[src/rtl/axi_rd_4k_breaker.sv]
// AXI read-channel stage that splits INCR bursts at 4KB boundaries and re-merges the
// returned R beats into one burst with a single rlast; one piece outstanding at a time.
module axi_rd_4k_breaker #(
    parameter int AWID   = 32,
    parameter int EXTRAS = 8,
    parameter int IDWID  = 4,
    parameter int DWID   = 64
) (
    input  logic              clk,
    input  logic              rst,
    input  logic [IDWID-1:0]  arid,
    input  logic [AWID-1:0]   araddr,
    input  logic [7:0]        arlen,
    input  logic [2:0]        arsize,
    input  logic [EXTRAS-1:0] arextras,
    input  logic [1:0]        arburst,
    input  logic              arvalid,
    output logic              arready,
    output logic [IDWID-1:0]  rid,
    output logic [DWID-1:0]   rdata,
    output logic [1:0]        rresp,
    output logic              rlast,
    output logic              rvalid,
    input  logic              rready,
    output logic [IDWID-1:0]  o_arid,
    output logic [AWID-1:0]   o_araddr,
    output logic [7:0]        o_arlen,
    output logic [2:0]        o_arsize,
    output logic [EXTRAS-1:0] o_arextras,
    output logic [1:0]        o_arburst,
    output logic              o_arvalid,
    input  logic              o_arready,
    input  logic [IDWID-1:0]  o_rid,
    input  logic [DWID-1:0]   o_rdata,
    input  logic [1:0]        o_rresp,
    input  logic              o_rlast,
    input  logic              o_rvalid,
    output logic              o_rready
);

    localparam logic [1:0] BURST_INCR = 2'b01;

    typedef enum logic [1:0] {
        IDLE  = 2'd0,
        ISSUE = 2'd1,
        DATA  = 2'd2
    } state_t;

    state_t          state, state_nxt;
    logic [8:0]      remaining;
    logic [AWID-1:0] next_page;
    logic [AWID-1:0] src_addr;
    logic [8:0]      src_rem;
    logic [8:0]      src_plen;
    logic [8:0]      issued_len;
    logic [2:0]      src_size;
    logic [1:0]      src_burst;
    logic            ar_hs;
    logic            last_beat;
    logic            load_piece;

    // Beats that fit before the next 4KB page; non-INCR bursts are never cut.
    function automatic logic [8:0] piece_len(input logic [11:0] addr_lo,
                                             input logic [2:0]  size,
                                             input logic [1:0]  burst,
                                             input logic [8:0]  rem);
        logic [11:0] aligned;
        logic [12:0] avail;
        aligned = addr_lo & ~((12'd1 << size) - 12'd1);
        avail   = (13'h1000 - {1'b0, aligned}) >> size;
        if (burst != BURST_INCR || {4'd0, rem} <= avail)
            return rem;
        return avail[8:0];
    endfunction

    assign next_page  = (o_araddr | AWID'(12'hFFF)) + AWID'(1);
    assign issued_len = {1'b0, o_arlen} + 9'd1;
    assign ar_hs      = arready && arvalid;
    assign last_beat  = o_rvalid && rready && o_rlast;
    assign load_piece = ar_hs || (state == DATA && last_beat && remaining != 9'd0);

    assign rid   = o_rid;
    assign rdata = o_rdata;
    assign rresp = o_rresp;

    // First piece sizes from the upstream request; later pieces start on the next page.
    always_comb begin
        src_addr  = next_page;
        src_rem   = remaining;
        src_size  = o_arsize;
        src_burst = o_arburst;
        if (state == IDLE) begin
            src_addr  = araddr;
            src_rem   = {1'b0, arlen} + 9'd1;
            src_size  = arsize;
            src_burst = arburst;
        end
        src_plen = piece_len(src_addr[11:0], src_size, src_burst, src_rem);
    end

    always_ff @(posedge clk) begin
        if (rst)
            state <= IDLE;
        else
            state <= state_nxt;
    end

    always_comb begin
        state_nxt = state;
        arready   = 1'b0;
        o_arvalid = 1'b0;
        rvalid    = 1'b0;
        o_rready  = 1'b0;
        rlast     = 1'b0;
        case (state)
            IDLE: begin
                arready = 1'b1;
                if (arvalid)
                    state_nxt = ISSUE;
            end
            ISSUE: begin
                o_arvalid = 1'b1;
                if (o_arready)
                    state_nxt = DATA;
            end
            DATA: begin
                rvalid   = o_rvalid;
                o_rready = rready;
                rlast    = o_rlast && (remaining == 9'd0);
                if (last_beat)
                    state_nxt = (remaining != 9'd0) ? ISSUE : IDLE;
            end
            default: state_nxt = IDLE;
        endcase
        if (rst) begin
            arready   = 1'b0;
            o_arvalid = 1'b0;
            rvalid    = 1'b0;
            o_rready  = 1'b0;
            rlast     = 1'b0;
        end
    end

    // remaining counts beats not yet requested downstream, so it reads 0 during the final piece.
    always_ff @(posedge clk) begin
        if (rst) begin
            o_arid     <= '0;
            o_araddr   <= '0;
            o_arlen    <= '0;
            o_arsize   <= '0;
            o_arextras <= '0;
            o_arburst  <= '0;
            remaining  <= '0;
        end else begin
            if (load_piece) begin
                o_araddr  <= src_addr;
                o_arlen   <= 8'(src_plen - 9'd1);
                remaining <= src_rem;
            end
            if (ar_hs) begin
                o_arid     <= arid;
                o_arsize   <= arsize;
                o_arburst  <= arburst;
                o_arextras <= arextras;
            end
            if (state == ISSUE && o_arready)
                remaining <= remaining - issued_len;
        end
    end

endmodule

[config.mk]
export PLATFORM = sky130hd
export DESIGN_NAME = axi_rd_4k_breaker
export DESIGN_NICKNAME = d
export VERILOG_FILES = /design/src/rtl/axi_rd_4k_breaker.sv
export SDC_FILE = /design/constraint.sdc
export NUM_CORES = 1
export LEC_CHECK = 0
export CELL_PAD_IN_SITES_DETAIL_PLACEMENT = 0
export CELL_PAD_IN_SITES_GLOBAL_PLACEMENT = 2
export CORE_ASPECT_RATIO = 1.75
export CORE_MARGIN = 1.5
export CORE_UTILIZATION = 22
export CTS_CLUSTER_SIZE = 12
export DETAILED_ROUTE_END_ITERATION = 8
export GPL_TIMING_DRIVEN = 0
export HOLD_SLACK_MARGIN = 0.06
export PLACE_DENSITY = 0.91
export REMOVE_ABC_BUFFERS = 1
export SYNTH_ARGS = -nofsm -noshare
export SYNTH_HDL_FRONTEND = slang
export SYNTH_SLANG_ARGS = --single-unit
[constraint.sdc]
create_clock -name clk -period 8.35 [get_ports clk]
set_clock_uncertainty 0.1 [all_clocks]
set_input_delay 0.835 -clock clk [delete_from_list [all_inputs] [get_ports clk]]
set_output_delay 0.835 -clock clk [all_outputs]
set_load 0.05 [all_outputs]
==> results of run 1 <==
## logic make-up after synthesis
logic type,count (synthesis)
AO/OA/AOI/OAI,253
XOR/XNOR,15
adder cells (fa/ha/maj),22
buffers and inverters,140
flip-flops,68
multiplexers,7
AND/OR/NAND/NOR,306
## state kept, by name, indices dropped and copies added (netlist names)
signal and flops:
o_araddr 32, o_arburst 2, o_arextras 8, o_arid 4, o_arlen 8, o_arsize 3, remaining 9, state 2
## cells in the final DEF (no fill, tap or decap), types with 5 or more instances in the layout
cell type        count
a21oi_1             65
inv_1               19
nor2b_1              6
o21ai_0             39
a31oi_1              9
nand3_1             32
dfxtp_1             68
a211oi_1            20
nand2b_1             5
clkdlybuf4s50_1    124
clkbuf_16            9
or3_1               14
nor2_1              79
o21bai_1             5
xor2_1               5
xnor2_1             10
and3_1              14
mux2i_1              6
nand4_1              7
and2_1               6
a22o_1              17
a311oi_1             8
ha_1                21
o211ai_1             6
a21o_1              11
nor4_1              13
nand2_1             74
nor3_1              25
## worst max-delay path: cells and delay by family
family | cells | cell delay, ns
and+or+nand+nor | 9 | 2.20
AOI/OAI and AO/OA | 12 | 3.07
muxes | 1 | 0.21
adders and majority gates | 3 | 0.84
buffers and inverters | 1 | 0.87
## path summary, 6_finish.rpt
check | start | endpoint | slack (ns)
hold reg to reg | o_araddr[10] | o_araddr[10] | 0.35
setup / recovery | arsize[0] | o_arlen[6] | 0.44
setup reg to reg | state[1] | o_arlen[6] | 0.67
hold / removal | o_araddr[10] | o_araddr[10] | 0.35
## timing repair
action / in CTS / in global routing
setup endpoints to repair: 0 / 7
resized for setup: 0 / 3
hold buffers: 0 / 0
## final cells by class
cell class,instances,area [um^2]
inverter,19,71.3
clock buffer,9,225
fill,2860,19300
clock inverter,7,83.8
multi-input combinational,603,3810
sequential,68,1360
timing repair buffer,129,1330
tap,324,405
## routing by layer
metal  vias to the layer above  GRT usage  wire length, um
li1                       2960          -                -
met1                      2892      0.173             8510
met2                       335      0.368            14700
met3                        45      0.161             5350
met4                         0     0.0652              783
met5                         -          0                0
## where the power goes
part / leakage (nW) / internal, mW / total [mW] / switching (mW)
registers: 0.557 / 0.347 / 0.371 / 0.0239
logic: 1.92 / 0.186 / 0.485 / 0.300
clock network: 0.149 / 0.237 / 0.415 / 0.178
total: 2.62 / 0.770 / 1.27 / 0.502
## per-stage QoR
step / hold WS [ns] / area, um^2 / TNS (ns)
5_1_grt: 0.365 / 7290 / -0.0181
6_report: 0.349 / 7290 / 0
3_3_place_gp: 0.338 / 6860 / -6.39
3_5_place_dp: 0.345 / 6960 / -0.441
2_1_floorplan: 0.379 / 5200 / 0
4_1_cts: 0.353 / 7270 / 0
==> flow_summary.yaml, run 1 <==
global_routing:
  grt_overflow: 0
  grt_pass1_wl_um: 41800
  antenna_found_initial: 0
  grt_pass1_vias: 5931
  track_usage: 0.206
  grt_max_degree: 54
placed_design:
  numPortBuffers: 125
  place_worst_setup_slack_ns: -0.207
  gp_congestion: 0.901
  dp_hpwl_um: 24000
  dp.cells: 1143
worst_setup_path:
  crit_type: "in2reg"
  required_ns: 8.50
  startpoint_type: "primary input"
  ff2ff_path_depth: 24
  cp.arrival_ns: 8.06
  critPathCaptureType: "flip-flop"
  path_max_fanout: 16
  crit_top_cell: "ha_1"
  critPathSlowestCell: "clkdlybuf4s50_1"
  cpPeakStageDelay_ns: 0.87
yosys:
  ys.flop_type: "dfxtp_1"
  syn_area_mm2: 0.00593
  ys_seq_area_frac: 0.230
  yosys-top-cells-count: "nor2_1 (79), nand2_1 (74), buf_4 (70), dfxtp_1 (68), a21oi_1 (67)"
  synth.area.top_cells: "dfxtp_1 (23%), buf_4 (8.9%), a21oi_1 (5.7%), nor2_1 (5.0%), nand2_1 (4.7%)"
  synth_top_family_by_area: "compound AO/OA/AOI/OAI gates"
  postSynthAreaPerCell_um2: 7.31
  yosys_register_bits: 68
  ys_types: 85
  yosysTopAreaCell: "dfxtp_1"
  synth_xor_area_frac: 0.0222
  async_flop_share: 0
  synth_simple_gate_area_frac: 0.259
  synth_edf_count: 0
  synth_compound_area_frac: 0.295
  yosys_warnings: 0
  syn-instance-count: 811
  yosysTopAreaCellShare: 0.230
  synth_most_common_cell: "nor2_1"
  synth_mux_area_frac: 0.0120
  synth_fa_ha_area_frac: 0.0477
power_and_ir_drop:
  leakagePower_nw: 2.62
  power_density_mw_per_mm2: 174
  power_mw: 1.27
  vdd_drop_max_mv: 0.103
cts:
  cts_tree: "done"
  cts_setup_buffers: 0
  cts_root_buffer: "clkbuf_16"
  cts-htree-levels: 3
  clk_pin_slew_ns: 0.07
  cts.sinks: 68
  clk_path_buf_depth: 2
  numCtsBuffers: 9
  clock_latency_ns: 0.35
timing:
  hold_violations: 0
  post-route-min-period_ns: 7.91
  setup_ws_ns: 0.442
  min_period_over_period: 0.947
  slew-limit-headroom: 0.165
  drv_slew: 0
  fmax_mhz: 126
  finalSetupViolCount: 0
  tightest_slew_ns: 1.25
floorplan:
  core_mm2: 0.0266
  dieHeight_um: 220
  core.rowCount: 79
  die_x_um: 127
  start_util: 0.223
  dieArea_mm2: 0.0280
  io_pins: 266
final_layout:
  area_growth_pct: 23.0
  n_antenna_cell: 0
  drive_above_1_share: 0.0575
  num-nets-final: 986
  layout.cells.non_filler: 1159
  fin_util: 0.274
route:
  wire_per_inst_um: 25.3
  drcViolationCount: 0
  via_per_inst: 5.38
  wl_um: 29300
  first_pass_iters: 7
  drtIter0Drc: 404
  postRouteAntennaNets: 0
  vias: 6232
min_path:
  hold_class: "reg2reg"
  worstHoldPathCells: 2
run:
  maxCapViolCount: 0
run_status:
  status: "finished, final reports clean"
No activity file was read; power rests on OpenSTA's default activity.
==> inputs of run 2 (changes only) <==
--- a/config.mk
+++ b/config.mk
@@ -5,6 +5,7 @@
 export SDC_FILE = /design/constraint.sdc
 export NUM_CORES = 1
 export LEC_CHECK = 0
+export CAP_MARGIN = 20
 export CELL_PAD_IN_SITES_DETAIL_PLACEMENT = 0
 export CELL_PAD_IN_SITES_GLOBAL_PLACEMENT = 2
 export CORE_ASPECT_RATIO = 1.75
==> run 2 against run 1 <==
Against the previous run:
- highest routed layer unchanged
- hold slack got worse by 0.00091 ns
- routed wire length is 0.31% higher
- die area is the same
- sequential share of layout area is 0.21 points lower
- fmax barely moved
==> flow_summary.yaml, run 2 (synthesis gave the netlist of run 1 again) <==
run_status:
  status: "finished, final reports clean"
placed_design:
  place_worst_setup_slack_ns: -0.173
  gp_congestion: 0.901
  dp.cells: 1145
  numPortBuffers: 125
  dp_hpwl_um: 24100
run:
  maxCapViolCount: 0
timing:
  drv_slew: 0
  slew-limit-headroom: 0.306
  post-route-min-period_ns: 7.91
  min_period_over_period: 0.948
  finalSetupViolCount: 0
  hold_violations: 0
  setup_ws_ns: 0.436
  rsz0062_at_grt: "false"
  fmax_mhz: 126
  tightest_slew_ns: 1.03
floorplan:
  die_x_um: 127
  core_mm2: 0.0266
  io_pins: 266
  start_util: 0.223
  dieArea_mm2: 0.0280
  core.rowCount: 79
  dieHeight_um: 220
final_layout:
  final_common_cell: "clkdlybuf4s50_1"
  layout.cells.non_filler: 1160
  num-nets-final: 988
  drive_above_1_share: 0.0574
  multi_input_area_mm2: 0.00381
  seqCellArea_mm2: 0.00136
  top_register: "o_araddr"
  area_growth_pct: 24.3
  layout_common_cells: "clkdlybuf4s50_1 (124), nor2_1 (79), nand2_1 (74)"
  n_antenna_cell: 0
  fillers: 2846
  reg_top3: "o_araddr: 32 flops, remaining: 9 flops"
  largest_reg_flops: 32
power_and_ir_drop:
  power_mw: 1.35
  vdd_drop_max_mv: 0.104
  power_density_mw_per_mm2: 183
  swShare: 0.364
  clock_power_share: 0.361
  leakagePower_nw: 2.66
  seq_power_share: 0.276
  switchingPower_mw: 0.490
  p_int_mw: 0.857
  p_comb_frac: 0.363
cts:
  cts_tree: "done"
  clock_latency_ns: 0.36
  clk_path_buf_depth: 2
  cts-htree-levels: 3
  numCtsBuffers: 9
  cts_root_buffer: "clkbuf_16"
  clk_pin_slew_ns: 0.06
  cts.sinks: 68
worst_setup_path:
  cpPeakStageDelay_ns: 0.85
  critPathBufInv: 2
  crit_top_cell: "ha_1"
  path_max_fanout: 22
  required_ns: 8.50
  critPathSlowestCell: "clkdlybuf4s50_1"
  cpLargestDelayFamily: "compound AO/OA/AOI/OAI gates"
  critPathCaptureType: "flip-flop"
  path_cells: "clkdlybuf4s50_1 > a21boi_1 > nand2_1 > ha_1 > nand2b_1 > a2bb2oi_1 > nor3_1 > nor4_1 > a211oi_1 > a211oi_1 > or2_2 > ha_1 > and4_1 > and4_1 > a211o_1 > or3_4 > o31ai_4 > o221ai_2 > inv_1 > ha_1 > nand2b_4 > or4_1 > o311ai_1"
  startpoint_type: "primary input"
  cp.arrival_ns: 8.07
  crit_type: "in2reg"
route:
  via_per_inst: 5.35
  drcViolationCount: 0
  first_pass_iters: 5
  vias: 6209
  wl_um: 29400
  drtIter0Drc: 462
  postRouteAntennaNets: 0
  wire_per_inst_um: 25.4
global_routing:
  track_usage: 0.207
  antenna_found_initial: 0
  grt_pass1_vias: 5888
  grt_overflow: 0
  grt_max_degree: 44
  grt_pass1_wl_um: 41800
min_path:
  hold_class: "reg2reg"
## run 2: worst paths after layout
kind / startpoint / end / slack, ns / cells past startpoint
worst max-delay path: arsize[1] / o_arlen[6] / 0.44 / 23
worst min-delay path: o_araddr[10] / o_araddr[10] / 0.35 / 2
worst max register to register: state[0] / o_arlen[6] / 0.64 / 24
worst min register to register: o_araddr[10] / o_araddr[10] / 0.35 / 2
## run 2: layout make-up
cell class              count  area share
clock buffers               9      0.0306
clock inverters             6      0.0185
inverters                  19     0.00968
multi-input cells         603       0.516
flip-flops and latches     68       0.185
well taps                 324      0.0550
repair buffers            131       0.185
## run 2: metrics by stage
stage	hold slack [ns]	util	TNS, ns	cell area (um^2)
floorplan	0.379	-	0	5200
global placement	0.338	0.258	-6.39	6860
detailed placement	0.344	0.263	-0.346	6990
CTS	0.352	0.277	0	7350
global route	0.364	0.277	0	7370
finish	0.349	0.277	0	7370
## run 2: layer usage
layer / GRT usage / vias to the layer above / share of wire
li1: - / 2956 / -
met1: 0.171 / 2883 / 0.29
met2: 0.372 / 341 / 0.50
met3: 0.167 / 29 / 0.18
met4: 0.0561 / 0 / 0.022
met5: 0 / - / 0
## run 2: tightest hold or removal path: cells and delay by family (launching register included)
family             cells  cell delay (ns)
AOI/OAI and AO/OA      1             0.05
DFF                    1             0.31
and+or+nand+nor        1             0.05
## run 2: power by group through the flow
stage	Clock [mW]	Combinational [mW]	Sequential, mW
6_report	0.487	0.488	0.371
5_1_grt	0.509	0.527	0.374
4_1_cts	0.494	0.485	0.371
3_5_place_dp	0	0.482	0.378
3_3_place_gp	0	0.471	0.377
2_1_floorplan	0	0.246	0.435
## run 2: timing repair
action                     in CTS  in global routing
setup buffers                   0                  0
resized for setup               0                  4
setup endpoints to repair       0                  6
hold buffers                    0                  0
